--- src/rtl/vga_timing_pkg.sv ---
// Shared VGA raster constants and helpers; draw stages take COORD_W from here.
package vga_timing_pkg;

  localparam int unsigned COORD_W   = 10;
  localparam int unsigned COORD_MAX = 1 << COORD_W;

  localparam int unsigned DEF_H_ACTIVE = 640;
  localparam int unsigned DEF_H_FP     = 16;
  localparam int unsigned DEF_H_SYNC   = 96;
  localparam int unsigned DEF_H_BP     = 48;
  localparam int unsigned DEF_V_ACTIVE = 480;
  localparam int unsigned DEF_V_FP     = 10;
  localparam int unsigned DEF_V_SYNC   = 2;
  localparam int unsigned DEF_V_BP     = 33;

  localparam int unsigned DEF_H_TOTAL = DEF_H_ACTIVE + DEF_H_FP + DEF_H_SYNC + DEF_H_BP;
  localparam int unsigned DEF_V_TOTAL = DEF_V_ACTIVE + DEF_V_FP + DEF_V_SYNC + DEF_V_BP;

  // Half-open window test done at 32 bits so a window ending at COORD_MAX cannot wrap.
  function automatic logic in_window(logic [COORD_W-1:0] v, int unsigned lo, int unsigned hi);
    int unsigned vv;
    vv = 32'(v);
    return (vv >= lo) && (vv < hi);
  endfunction

endpackage

--- src/rtl/vga_timing_if.sv ---
// Raster timing bundle from vga_timing_gen to the per-pixel draw stages.
interface vga_timing_if;
  import vga_timing_pkg::*;

  logic [COORD_W-1:0] hc;
  logic [COORD_W-1:0] vc;
  logic               hsync;
  logic               vsync;
  logic               video_on;
  logic               pix_tick;
  logic               frame_start;

  modport master (output hc, vc, hsync, vsync, video_on, pix_tick, frame_start);
  modport slave  (input  hc, vc, hsync, vsync, video_on, pix_tick, frame_start);
endinterface

--- src/rtl/pix_tick_gen.sv ---
// Divides the system clock down to the pixel rate: one pix_tick every CLK_DIV clocks.
module pix_tick_gen #(
  parameter int unsigned CLK_DIV = 4
) (
  input  logic clk,
  input  logic rst_n,
  output logic pix_tick
);

  localparam int unsigned    DIV_W    = (CLK_DIV > 1) ? $clog2(CLK_DIV) : 1;
  localparam logic [DIV_W-1:0] DIV_LAST = DIV_W'(CLK_DIV - 1);

  logic [DIV_W-1:0] div;

  always_ff @(posedge clk or negedge rst_n) begin
    if (!rst_n)               div <= '0;
    else if (div == DIV_LAST) div <= '0;
    else                      div <= div + DIV_W'(1);
  end

  // Gated by rst_n so the tick reads 0 during reset even when CLK_DIV=1.
  assign pix_tick = rst_n & (div == DIV_LAST);

endmodule

--- src/rtl/vga_timing_gen.sv ---
// 640x480@60 VGA raster timing: pixel coordinates, active-low syncs, video_on, frame strobe.
// Optional VGA_SYNC_DELAY_EN: delays hsync/vsync/video_on by one more pixel tick.
module vga_timing_gen
  import vga_timing_pkg::*;
#(
  parameter int unsigned CLK_DIV  = 4,
  parameter int unsigned H_ACTIVE = DEF_H_ACTIVE,
  parameter int unsigned H_FP     = DEF_H_FP,
  parameter int unsigned H_SYNC   = DEF_H_SYNC,
  parameter int unsigned H_BP     = DEF_H_BP,
  parameter int unsigned V_ACTIVE = DEF_V_ACTIVE,
  parameter int unsigned V_FP     = DEF_V_FP,
  parameter int unsigned V_SYNC   = DEF_V_SYNC,
  parameter int unsigned V_BP     = DEF_V_BP
) (
  input  logic        clk,
  input  logic        rst_n,
  vga_timing_if.master vga
);

  localparam int unsigned H_TOTAL  = H_ACTIVE + H_FP + H_SYNC + H_BP;
  localparam int unsigned V_TOTAL  = V_ACTIVE + V_FP + V_SYNC + V_BP;
  localparam int unsigned HS_START = H_ACTIVE + H_FP;
  localparam int unsigned HS_END   = HS_START + H_SYNC;
  localparam int unsigned VS_START = V_ACTIVE + V_FP;
  localparam int unsigned VS_END   = VS_START + V_SYNC;
  localparam logic [COORD_W-1:0] H_LAST = COORD_W'(H_TOTAL - 1);
  localparam logic [COORD_W-1:0] V_LAST = COORD_W'(V_TOTAL - 1);

  if (H_TOTAL > COORD_MAX || V_TOTAL > COORD_MAX || CLK_DIV < 1) begin : g_bad_cfg
    $error("vga_timing_gen: totals must be <= %0d and CLK_DIV >= 1", COORD_MAX);
  end

  logic               pix_tick;
  logic [COORD_W-1:0] hc, vc, hc_n, vc_n;
  logic               hsync_r, vsync_r, video_on_r, frame_start_r;

  pix_tick_gen #(.CLK_DIV(CLK_DIV)) u_pix_tick (
    .clk      (clk),
    .rst_n    (rst_n),
    .pix_tick (pix_tick)
  );

  always_comb begin
    hc_n = hc;
    vc_n = vc;
    if (pix_tick) begin
      if (hc == H_LAST) begin
        hc_n = '0;
        vc_n = (vc == V_LAST) ? '0 : vc + COORD_W'(1);
      end else begin
        hc_n = hc + COORD_W'(1);
      end
    end
  end

  // Flags decode the next-state counters so they line up with hc/vc as presented.
  always_ff @(posedge clk or negedge rst_n) begin
    if (!rst_n) begin
      hc            <= H_LAST;
      vc            <= V_LAST;
      hsync_r       <= 1'b1;
      vsync_r       <= 1'b1;
      video_on_r    <= 1'b0;
      frame_start_r <= 1'b0;
    end else begin
      hc            <= hc_n;
      vc            <= vc_n;
      hsync_r       <= ~in_window(hc_n, HS_START, HS_END);
      vsync_r       <= ~in_window(vc_n, VS_START, VS_END);
      video_on_r    <= (32'(hc_n) < H_ACTIVE) && (32'(vc_n) < V_ACTIVE);
      frame_start_r <= pix_tick && (hc_n == '0) && (vc_n == '0);
    end
  end

`ifdef VGA_SYNC_DELAY_EN
  logic hsync_d, vsync_d, video_on_d;

  always_ff @(posedge clk or negedge rst_n) begin
    if (!rst_n) begin
      hsync_d    <= 1'b1;
      vsync_d    <= 1'b1;
      video_on_d <= 1'b0;
    end else if (pix_tick) begin
      hsync_d    <= hsync_r;
      vsync_d    <= vsync_r;
      video_on_d <= video_on_r;
    end
  end

  assign vga.hsync    = hsync_d;
  assign vga.vsync    = vsync_d;
  assign vga.video_on = video_on_d;
`else
  assign vga.hsync    = hsync_r;
  assign vga.vsync    = vsync_r;
  assign vga.video_on = video_on_r;
`endif

  assign vga.hc          = hc;
  assign vga.vc          = vc;
  assign vga.pix_tick    = pix_tick;
  assign vga.frame_start = frame_start_r;

endmodule

--- src/flat_wrapper.sv ---
// flat-port wrapper written by rule: the top's interface ports become plain ports
module vga_timing_gen_flat import vga_timing_pkg::*;
#(
  parameter int unsigned CLK_DIV  = 4,
  parameter int unsigned H_ACTIVE = DEF_H_ACTIVE,
  parameter int unsigned H_FP     = DEF_H_FP,
  parameter int unsigned H_SYNC   = DEF_H_SYNC,
  parameter int unsigned H_BP     = DEF_H_BP,
  parameter int unsigned V_ACTIVE = DEF_V_ACTIVE,
  parameter int unsigned V_FP     = DEF_V_FP,
  parameter int unsigned V_SYNC   = DEF_V_SYNC,
  parameter int unsigned V_BP     = DEF_V_BP
)
  (clk, rst_n, vga_hc, vga_vc, vga_hsync, vga_vsync, vga_video_on, vga_pix_tick, vga_frame_start);
  vga_timing_if vga_i ();
  input  logic clk;
  input  logic rst_n;
  output wire logic [$bits(vga_i.hc)-1:0] vga_hc;
  output wire logic [$bits(vga_i.vc)-1:0] vga_vc;
  output wire logic [$bits(vga_i.hsync)-1:0] vga_hsync;
  output wire logic [$bits(vga_i.vsync)-1:0] vga_vsync;
  output wire logic [$bits(vga_i.video_on)-1:0] vga_video_on;
  output wire logic [$bits(vga_i.pix_tick)-1:0] vga_pix_tick;
  output wire logic [$bits(vga_i.frame_start)-1:0] vga_frame_start;
  assign vga_hc = vga_i.hc;
  assign vga_vc = vga_i.vc;
  assign vga_hsync = vga_i.hsync;
  assign vga_vsync = vga_i.vsync;
  assign vga_video_on = vga_i.video_on;
  assign vga_pix_tick = vga_i.pix_tick;
  assign vga_frame_start = vga_i.frame_start;
  vga_timing_gen #(.CLK_DIV(CLK_DIV), .H_ACTIVE(H_ACTIVE), .H_FP(H_FP), .H_SYNC(H_SYNC), .H_BP(H_BP), .V_ACTIVE(V_ACTIVE), .V_FP(V_FP), .V_SYNC(V_SYNC), .V_BP(V_BP)) u_core (.clk(clk), .rst_n(rst_n), .vga(vga_i));
endmodule
--- config.mk ---
export PLATFORM = sky130hd
export DESIGN_NAME = vga_timing_gen_flat
export DESIGN_NICKNAME = d
export VERILOG_FILES = /design/src/rtl/vga_timing_pkg.sv /design/src/rtl/vga_timing_if.sv /design/src/rtl/pix_tick_gen.sv /design/src/rtl/vga_timing_gen.sv /design/src/flat_wrapper.sv
export SDC_FILE = /design/constraint.sdc
export NUM_CORES = 1
export LEC_CHECK = 0
export CORE_ASPECT_RATIO = 0.9
export CORE_MARGIN = 4
export CORE_UTILIZATION = 45
export DETAILED_ROUTE_END_ITERATION = 16
export HOLD_SLACK_MARGIN = 0.12
export PLACE_DENSITY = 0.7
export SETUP_SLACK_MARGIN = 0.1
export SYNTH_ARGS = -nofsm -noshare
export SYNTH_HDL_FRONTEND = slang
export SYNTH_SLANG_ARGS = --single-unit
--- constraint.sdc ---
create_clock -name clk -period 3.1 [get_ports clk]
set_input_delay 0.31 -clock clk [delete_from_list [all_inputs] [get_ports clk]]
set_output_delay 0.31 -clock clk [all_outputs]
set_load 0.01 [all_outputs]
* After elaboration in Yosys (flattened, before gate mapping) *
Index checks and enable logic that the tools add are counted.
Widths: inputs -> output; s select.

storage, ports and cells
  flip-flop bits (word level) = 26
  input port bits = 2
  output and inout port bits = 25

cells by class
  add/subtract/negate cells = 3
  order comparisons = 6
  eq/ne operators = 3
  mux-type cells = 6
  bitwise gates (word level) = 3
  reductions and logical operators = 7

operator list
  operator               count
  $mux 10                5
  $add 10x1->10 const B  2
  $eq 10x10->1 const B   2
  $logic_not 10->1       2
  $lt 10x10->1 const B   2
  $lt 10x9->1 const B    2
  $ge 10x10->1 const B   1
  $ge 10x9->1 const B    1
  $logic_and 1x1->1      5
  $add 2x1->2 const B    1
  $eq 2x2->1 const B     1
  $mux 2                 1
  $not 1->1              2
  $and 1x1->1            1

* Depth between registers and ports, before layout *
Gate-level depths: netlist (run 1).

  word-level depth = 7
  depth in mapped cells = 9
  gate-level depth less buffers = 7

* Hierarchy *
A second synthesis (run 1) with hierarchy kept.

second synthesis, totals
  cell total of the unflattened synthesis = 163
  area, all modules = 1,550.2 µm²

by module, submodules not included
  module          times used  cells each  area an instance (µm²)  seq. area each (µm²)
  vga_timing_gen  1           158         1,477.7                 615.6
  pix_tick_gen    1           5           72.6                    50.0

* Worst setup path after synthesis (run 1) *
OpenSTA, ideal clock, no wires.

  kind = flip-flop to flip-flop
  from = register u_core.vc[9], in the netlist u_core.vga.vc[9]
  to = register u_core.frame_start_r, in the netlist u_core.vga.frame_start
  arrival time = 2,238 ps
  required time = 3,004 ps
  setup slack = 766 ps
  stages on the path, launching flop included = 7
  cell sequence = dfstp_2 > or4b_4 > nor4b_4 > o21a_2 > a21oi_2 > or4b_1 > nor4_2

on the way
  word-level cells in the longest chain between the ends = 6

RTL lines
  element                 line                  source
  from (decl)             vga_timing_gen.sv:35  logic [COORD_W-1:0] hc, vc, hc_n, vc_n;
  from (signal assigned)  vga_timing_gen.sv:68  vc <= vc_n;
  $eq 10x10->1            vga_timing_gen.sv:50  vc_n = (vc == V_LAST) ? '0 : vc + COORD_W'(1);
  $mux 10                 vga_timing_gen.sv:50
  $mux 10                 vga_timing_gen.sv:48  if (hc == H_LAST) begin
  $mux 10                 vga_timing_gen.sv:47  if (pix_tick) begin
  via u_core.vc_n[3]      vga_timing_gen.sv:35
  $logic_not 10->1        vga_timing_gen.sv:72  frame_start_r <= pix_tick && (hc_n == '0) && (vc_n == '0);
  $logic_and 1x1->1       vga_timing_gen.sv:72
  to (signal assigned)    vga_timing_gen.sv:72
  to (decl)               vga_timing_gen.sv:36  logic hsync_r, vsync_r, video_on_r, frame_start_r;

The timed path passes the listed nets, and every way through them passes these cells.

* Final worst setup path (run 1) *
  from = register u_core.hc[0], in the netlist u_core.vga.hc[0]
  to = register u_core.frame_start_r, in the netlist u_core.vga.frame_start

on the way
  word-level cells in the longest chain between the ends = 6

RTL lines
  element                                        line                                        source
  from (decl)                                    vga_timing_gen.sv:35
  from (signal assigned)                         vga_timing_gen.sv:67                        hc <= hc_n;
  $add 10x1->10 or $eq 10x10->1 (tied branches)  vga_timing_gen.sv:52, vga_timing_gen.sv:48
  $mux 10                                        vga_timing_gen.sv:48
  $mux 10                                        vga_timing_gen.sv:47
  $logic_not 10->1                               vga_timing_gen.sv:72
  $logic_and 1x1->1                              vga_timing_gen.sv:72
  $logic_and 1x1->1 (*)                          vga_timing_gen.sv:72

Every way passes the cells marked *; elsewhere a longest branch is shown, timed or not.

==> impl_metrics.env, run 1 <==
export IMPL_clock_tree_root_cell="sky130_fd_sc_hd__clkbuf_4"
export IMPL_ios=27
export IMPL_drt_pre_antenna_iters=4
export IMPL_hold_buffers=0
export IMPL_critPathTopFamily="simple AND/OR/NAND/NOR gates"
export IMPL_fmaxAchievable_mhz=376
export IMPL_area_growth_synth_to_final_pct=26.7
export IMPL_final_global_route_overflow_total=0
export IMPL_drt_vias_per_instance=5.89
export IMPL_clock_tree_htree_level_count=1
export IMPL_critPathKind="flop to flop"
export IMPL_max_cap_violations=0
export IMPL_synth_adder_area_share_pct=3.42
export IMPL_max_vdd_ir_drop_mv=0.192
export IMPL_ys_seq_elements=26
export IMPL_rel_slew_slack_pct=72.4
export IMPL_number_of_global_route_vias_before_repair=1237
export IMPL_routed_wire_length_per_instance_um=16.3
export IMPL_post_synth_xor_area_fraction_pct=4.79
export IMPL_die_area_um2=4230
export IMPL_count_of_antenna_diodes_in_the_layout=0
export IMPL_syn_mean_instance_area_um2=10.0
export IMPL_cp_data_required_time_ps=3350
export IMPL_drv_slew=0
export IMPL_cts_buffer_depth=2
export IMPL_asyncSetResetFlopFracSynth_pct=100
export IMPL_layout_cells_sized_above_1_pct=16.4
export IMPL_total_leakage_power_nw=0.757
export IMPL_die_x_um=68.1
export IMPL_outcome="finished, final reports clean"
export IMPL_synth_area_top_cells="sky130_fd_sc_hd__dfrtp_1, sky130_fd_sc_hd__dfstp_2, sky130_fd_sc_hd__xnor2_1, sky130_fd_sc_hd__ha_1, sky130_fd_sc_hd__nand3_1"
export IMPL_port_buffer_count=26
export IMPL_unrepaired_setup_endpoints_after_global_routing="no"
export IMPL_cts_tree="built"
export IMPL_row_count=19
export IMPL_post_synth_top_area_fraction_pct=24.0
export IMPL_post_cts_resized_instances=0
export IMPL_synth_top_family_by_area="simple AND/OR/NAND/NOR gates"
export IMPL_placeableCoreArea_um2=3090
export IMPL_crit_path_cell_trace="ha_1 -> and3_1 -> and4_1 -> and4_1 -> xnor2_1 -> or4b_1 -> nor4_2"
export IMPL_finClkSkew_ps=8.44
export IMPL_finalNetCount=184
export IMPL_drt_iter0_drc=81
export IMPL_power_density_cell_area_nw_per_um2=414
export IMPL_layout_core_utilization_pct=60.0
export IMPL_detailedPlacementHpwl_um=2630
export IMPL_nFillCells=280
export IMPL_grt_max_degree=16
export IMPL_synth_top_flop_cell="sky130_fd_sc_hd__dfrtp_1"
export IMPL_postSynthCellCount=146
export IMPL_numCtsBuffers=3
export IMPL_delay_of_the_slowest_critical_path_stage_ps=610
export IMPL_synth_edf_count=0
export IMPL_postRouteWirelength_um=3570
export IMPL_grt_first_pass_wirelength_um=5940
export IMPL_drc_violations_left=0
export IMPL_final_hold_violation_count=0
export IMPL_tightestPinTransition_ps=408
export IMPL_num_vias=1289
export IMPL_clk_latency_ps=330
export IMPL_numClockSinks=26
export IMPL_report_final_setup_viol=0
export IMPL_synth_top_cell_by_area="sky130_fd_sc_hd__dfrtp_1"
export IMPL_clkTransAtPathRegs_ps=150
export IMPL_timing_final_crit_share_pct=85.8
export IMPL_synth_distinct_cells=48
export IMPL_critPathSlowestCell="sky130_fd_sc_hd__dfstp_2"
export IMPL_synth_compound_area_share_pct=13.3
export IMPL_post_synth_instance_area_um2=1460
export IMPL_critical_path_arrival_ps=2910
export IMPL_synth_fp_nets=152
export IMPL_route_antenna_remaining_nets=0
export IMPL_critical_path_n_buffers_inverters=0
export IMPL_grt_antenna_before_repair=0
export IMPL_min_delay_path_class="input pin to asynchronous set/reset pin"
export IMPL_worst_setup_ep_type="flop"
export IMPL_globalplace_congestion=0.907
export IMPL_cp_common_cell="sky130_fd_sc_hd__and4_1"
export IMPL_number_of_buffers_inserted_to_repair_setup_after_cts=0
export IMPL_startpoint_type_of_the_worst_setup_path="flop"
export IMPL_seq_area_frac_synth_pct=45.5
export IMPL_totalNegativeSetupSlack_ps=0
export IMPL_post_synth_mux_area_share_pct=0.684
export IMPL_ys_warn_count=0
export IMPL_track_usage_pct=19.2
export IMPL_die_height_um=62.1
export IMPL_post_route_min_period_ps=2660
export IMPL_synthSimpleGateAreaFrac_pct=28.7
export IMPL_crit_fanout=7
export IMPL_start_util_pct=47.3
-- sequential cells by signal, summed over array words and instances (netlist names) --
| signal | flops |
|---|---|
| u_core.vga.hc | 10 |
| u_core.vga.vc | 10 |
| u_core.u_pix_tick.div | 2 |
| u_core.vga.frame_start | 1 |
| u_core.vga.hsync | 1 |
| u_core.vga.video_on | 1 |
| u_core.vga.vsync | 1 |
-- worst paths after layout --
check / startpoint / end / slack [ps] / depth (start not counted)
max: u_core.vga.hc[0]$_DFF_PN1_ / u_core.vga.frame_start$_DFF_PN0_ / 440 / 7
min: rst_n / u_core.vga.vc[1]$_DFF_PN0_ / 360 / 2
max reg2reg: u_core.vga.hc[0]$_DFF_PN1_ / u_core.vga.frame_start$_DFF_PN0_ / 440 / 7
min reg2reg: u_core.u_pix_tick.div[0]$_DFF_PN0_ / u_core.u_pix_tick.div[0]$_DFF_PN0_ / 440 / 1
max in group asynchronous: rst_n / u_core.vga.hc[9]$_DFF_PN1_ / 2490 / 2
min in group clk: u_core.u_pix_tick.div[0]$_DFF_PN0_ / u_core.u_pix_tick.div[0]$_DFF_PN0_ / 440 / 1
-- power breakdown --
part | switching (mW) | internal, mW
Combinational | 0.0508 | 0.0662
Clock | 0.105 | 0.131
Sequential | 0.0377 | 0.376
Total | 0.194 | 0.573
-- metrics by stage --
step	setup slack [ps]	instances	hold slack (ps)	area, um^2	total power, mW
after floorplan	766	146	14.4	1460	0.474
after global placement	404	215	414	1790	0.534
after detailed placement	382	215	424	1790	0.537
after CTS	371	219	344	1850	0.776
after global routing	279	219	376	1850	0.805
final	440	219	361	1850	0.767
-- layout make-up --
cell class	count	area [um^2]	share of cell area, %
Sequential cell	26	666	35.9
Timing Repair Buffer	31	298	16.1
Tap cell	42	52.6	2.84
Inverter	9	33.8	1.82
Multi-Input combinational cell	107	751	40.5
Clock buffer	3	22.5	1.22
Clock inverter	1	30.0	1.62
-- worst reg2reg max path, cell delays in order, from the launching register on --
cell,delay [ps]
sky130_fd_sc_hd__dfstp_2,610
sky130_fd_sc_hd__ha_1,250
sky130_fd_sc_hd__and3_1,320
sky130_fd_sc_hd__and4_1,300
sky130_fd_sc_hd__and4_1,240
sky130_fd_sc_hd__xnor2_1,220
sky130_fd_sc_hd__or4b_1,500
sky130_fd_sc_hd__nor4_2,140
-- cell families after synthesis --
kind of cell	count (synthesis)
AOI/OAI and AO/OA	28
xor gates and xnor gates	8
adders and majority gates	4
buffers and inverters	13
DFF	26
muxes	1
and+or+nand+nor	66
-- metal layers --
| metal | vias up | track usage [%] | share of wire [%] |
|---|---|---|---|
| met2 | 50 | 27.7 | 44 |
| met3 | 6 | 4.32 | 6.1 |
| met1 | 622 | 28.1 | 48 |
| met4 | 0 | 7.08 | 1.5 |
| met5 | - | 0 | 0 |
| li1 | 611 | - | - |
-- layout by cell type (no fill, tap or decap), types with 3 or more instances in the layout --
master / instances
sky130_fd_sc_hd__a21oi_1: 4
sky130_fd_sc_hd__and3_1: 6
sky130_fd_sc_hd__and4_1: 5
sky130_fd_sc_hd__buf_4: 5
sky130_fd_sc_hd__clkbuf_4: 3
sky130_fd_sc_hd__clkdlybuf4s50_1: 26
sky130_fd_sc_hd__dfrtp_1: 14
sky130_fd_sc_hd__dfstp_2: 12
sky130_fd_sc_hd__ha_1: 4
sky130_fd_sc_hd__inv_1: 9
sky130_fd_sc_hd__nand2_1: 12
sky130_fd_sc_hd__nand3_1: 9
sky130_fd_sc_hd__nand4_1: 7
sky130_fd_sc_hd__nor2_1: 6
sky130_fd_sc_hd__nor4_1: 4
sky130_fd_sc_hd__o21ai_0: 5
sky130_fd_sc_hd__xnor2_1: 6
-- cells in the mapped netlist (3+ instances only) --
cell                       n
sky130_fd_sc_hd__nand3_1   9
sky130_fd_sc_hd__ha_1      4
sky130_fd_sc_hd__buf_2     3
sky130_fd_sc_hd__nand2_1  12
sky130_fd_sc_hd__o21ai_0   5
sky130_fd_sc_hd__and4_1    5
sky130_fd_sc_hd__inv_1     9
sky130_fd_sc_hd__and3_1    6
sky130_fd_sc_hd__dfrtp_1  14
sky130_fd_sc_hd__nor2_1    6
sky130_fd_sc_hd__xnor2_1   6
sky130_fd_sc_hd__a21oi_1   4
sky130_fd_sc_hd__dfstp_2  12
sky130_fd_sc_hd__nor4_1    4
sky130_fd_sc_hd__nand4_1   7
Power figures use the tool's default switching activity.
==> run 2, diff against run 1 <==
--- a/config.mk
+++ b/config.mk
@@ -7,10 +7,10 @@
 export LEC_CHECK = 0
 export CORE_ASPECT_RATIO = 0.9
 export CORE_MARGIN = 4
-export CORE_UTILIZATION = 45
+export CORE_UTILIZATION = 51
 export DETAILED_ROUTE_END_ITERATION = 16
 export HOLD_SLACK_MARGIN = 0.12
-export PLACE_DENSITY = 0.7
+export PLACE_DENSITY = 0.78
 export SETUP_SLACK_MARGIN = 0.1
 export SYNTH_ARGS = -nofsm -noshare
 export SYNTH_HDL_FRONTEND = slang
==> run 2 against run 1 <==
  * Non-clock buffer count unchanged
  * Critical path depth unchanged
  * First-iteration DRC count increased by 15%
  * Total power decreased by 9.2%
  * Largest power group unchanged
  * Via count increased by 0.54%
  * Largest cell class unchanged
  * Utilization increased by 6.6 points
  * Register-to-register slack got worse by 90 ps
  * Clock power decreased by 31%
  * Cell area decreased by 1.4%
  * Sequential cell count unchanged
  * Critical path type unchanged
==> impl_metrics.env, run 2 (synthesis results as in run 1) <==
export IMPL_placeableCoreArea_um2=2750
export IMPL_ios=27
export IMPL_drv_slew=0
export IMPL_min_delay_path_class="input pin to asynchronous set/reset pin"
export IMPL_die_height_um=58.8
export IMPL_hold_buffers=0
export IMPL_numCtsBuffers=3
export IMPL_count_of_antenna_diodes_in_the_layout=0
export IMPL_routed_wire_length_per_instance_um=15.7
export IMPL_placedCellCount=213
export IMPL_port_buffer_count=26
export IMPL_cts_buffer_depth=2
export IMPL_biggestRegsByFlops="u_core.vga.hc (10), u_core.vga.vc (10), u_core.u_pix_tick.div (2)"
export IMPL_grt_max_degree=20
export IMPL_timing_final_crit_share_pct=88.7
export IMPL_worst_setup_ep_type="flop"
export IMPL_number_of_buffers_inserted_to_repair_setup_after_cts=0
export IMPL_drt_iter0_drc=93
export IMPL_startpoint_type_of_the_worst_setup_path="flop"
export IMPL_die_x_um=64.5
export IMPL_report_final_setup_viol=0
export IMPL_grt_first_pass_wirelength_um=5850
export IMPL_max_cap_violations=0
export IMPL_clkTransAtPathRegs_ps=130
export IMPL_final_global_route_overflow_total=0
export IMPL_drt_pre_antenna_iters=4
export IMPL_power_density_cell_area_nw_per_um2=381
export IMPL_outcome="finished, final reports clean"
export IMPL_rel_slew_slack_pct=60.5
export IMPL_cp_data_required_time_ps=3320
export IMPL_route_antenna_remaining_nets=0
export IMPL_fmaxAchievable_mhz=364
export IMPL_finClkSkew_ps=1.59
export IMPL_unrepaired_setup_endpoints_after_global_routing="no"
export IMPL_finalNetCount=184
export IMPL_crit_fanout=7
export IMPL_num_vias=1296
export IMPL_detailedPlacementHpwl_um=2670
export IMPL_critical_path_arrival_ps=2970
export IMPL_number_of_global_route_vias_before_repair=1263
export IMPL_clock_tree_root_cell="sky130_fd_sc_hd__clkbuf_4"
export IMPL_start_util_pct=53.2
export IMPL_final_hold_violation_count=0
export IMPL_globalplace_congestion=0.916
export IMPL_reg2reg_setup_slack_ps=350
export IMPL_layout_cells_sized_above_1_pct=15.8
export IMPL_post_cts_resized_instances=0
export IMPL_post_route_min_period_ps=2750
export IMPL_grt_antenna_before_repair=0
export IMPL_postRouteWirelength_um=3400
export IMPL_final_instance_count_excl_fill=217
export IMPL_max_vdd_ir_drop_mv=0.232
export IMPL_clk_latency_ps=310
export IMPL_total_leakage_power_nw=0.750
export IMPL_critPathKind="flop to flop"
export IMPL_layout_cells_most_common="sky130_fd_sc_hd__clkdlybuf4s50_1"
export IMPL_tightestPinTransition_ps=585
export IMPL_area_growth_synth_to_final_pct=25.0
export IMPL_cts_tree="built"
export IMPL_layout_common_cells="sky130_fd_sc_hd__clkdlybuf4s50_1, sky130_fd_sc_hd__dfrtp_1, sky130_fd_sc_hd__nand2_1, sky130_fd_sc_hd__dfstp_2"
export IMPL_totalNegativeSetupSlack_ps=0
export IMPL_clock_tree_htree_level_count=1
export IMPL_row_count=18
export IMPL_die_area_um2=3790
export IMPL_numClockSinks=26
export IMPL_drc_violations_left=0
export IMPL_track_usage_pct=20.0
export IMPL_drt_vias_per_instance=5.97
## run 2: changes by cell type in the layout (fill, tap and decap cells not counted)
cell / delta
sky130_fd_sc_hd__bufinv_16: -1
sky130_fd_sc_hd__clkbuf_8: +1
sky130_fd_sc_hd__nor4b_1: +1
sky130_fd_sc_hd__nor4b_2: -1
## run 2: layout make-up
cell class / count / area (um^2)
repair buffers: 31 / 298
flip-flops and latches: 26 / 666
fillers: 257 / 920
clock buffers: 4 / 36.3
multi-input cells: 107 / 744
inverters: 9 / 33.8
well taps: 40 / 50.0
## run 2: layer usage
layer	vias to the layer above	GRT usage (%)	part of all wire, %
li1	610	-	-
met1	623	27.4	44
met2	55	31.2	47
met3	8	4.01	7.1
met4	0	8.73	2.1
met5	-	0	0
## run 2: through the flow
stage | cell area, um^2 | utilization [%] | hold slack (ps) | total power [mW] | setup WS [ps]
5_1_grt | 1830 | 66.5 | 306 | 0.735 | 264
2_1_floorplan | 1460 | - | 14.4 | 0.474 | 766
6_report | 1830 | 66.5 | 309 | 0.696 | 352
4_1_cts | 1830 | 66.5 | 303 | 0.705 | 399
3_5_place_dp | 1790 | 65.2 | 421 | 0.538 | 417
3_3_place_gp | 1790 | 65.2 | 414 | 0.534 | 461
## run 2: path summary, 6_finish.rpt
path / start / endpoint / depth (start not counted)
min in group clk: u_core.u_pix_tick.div[0]$_DFF_PN0_ / u_core.u_pix_tick.div[0]$_DFF_PN0_ / 1
worst min register to register: u_core.u_pix_tick.div[0]$_DFF_PN0_ / u_core.u_pix_tick.div[0]$_DFF_PN0_ / 1
worst max register to register: u_core.vga.hc[0]$_DFF_PN1_ / u_core.vga.vsync$_DFF_PN1_ / 7
worst min-delay path: rst_n / u_core.vga.vc[5]$_DFF_PN0_ / 2
worst max-delay path: u_core.vga.hc[0]$_DFF_PN1_ / u_core.vga.vsync$_DFF_PN1_ / 7
max in group asynchronous: rst_n / u_core.vga.vc[3]$_DFF_PN1_ / 3
## run 2: critical path: stages, from the launching register on
cell,delay [ps]
sky130_fd_sc_hd__dfstp_2,610
sky130_fd_sc_hd__ha_1,250
sky130_fd_sc_hd__and3_1,310
sky130_fd_sc_hd__and4_1,360
sky130_fd_sc_hd__nand4_1,150
sky130_fd_sc_hd__xor2_1,220
sky130_fd_sc_hd__nor4b_1,580
sky130_fd_sc_hd__nand4_1,180
## run 2: report_power, final
group / switching, mW / leakage, nW / internal [mW]
combinational: 0.0500 / 0.423 / 0.0662
clock: 0.0921 / 0.0210 / 0.0718
sequential: 0.0399 / 0.306 / 0.376
total: 0.182 / 0.750 / 0.514
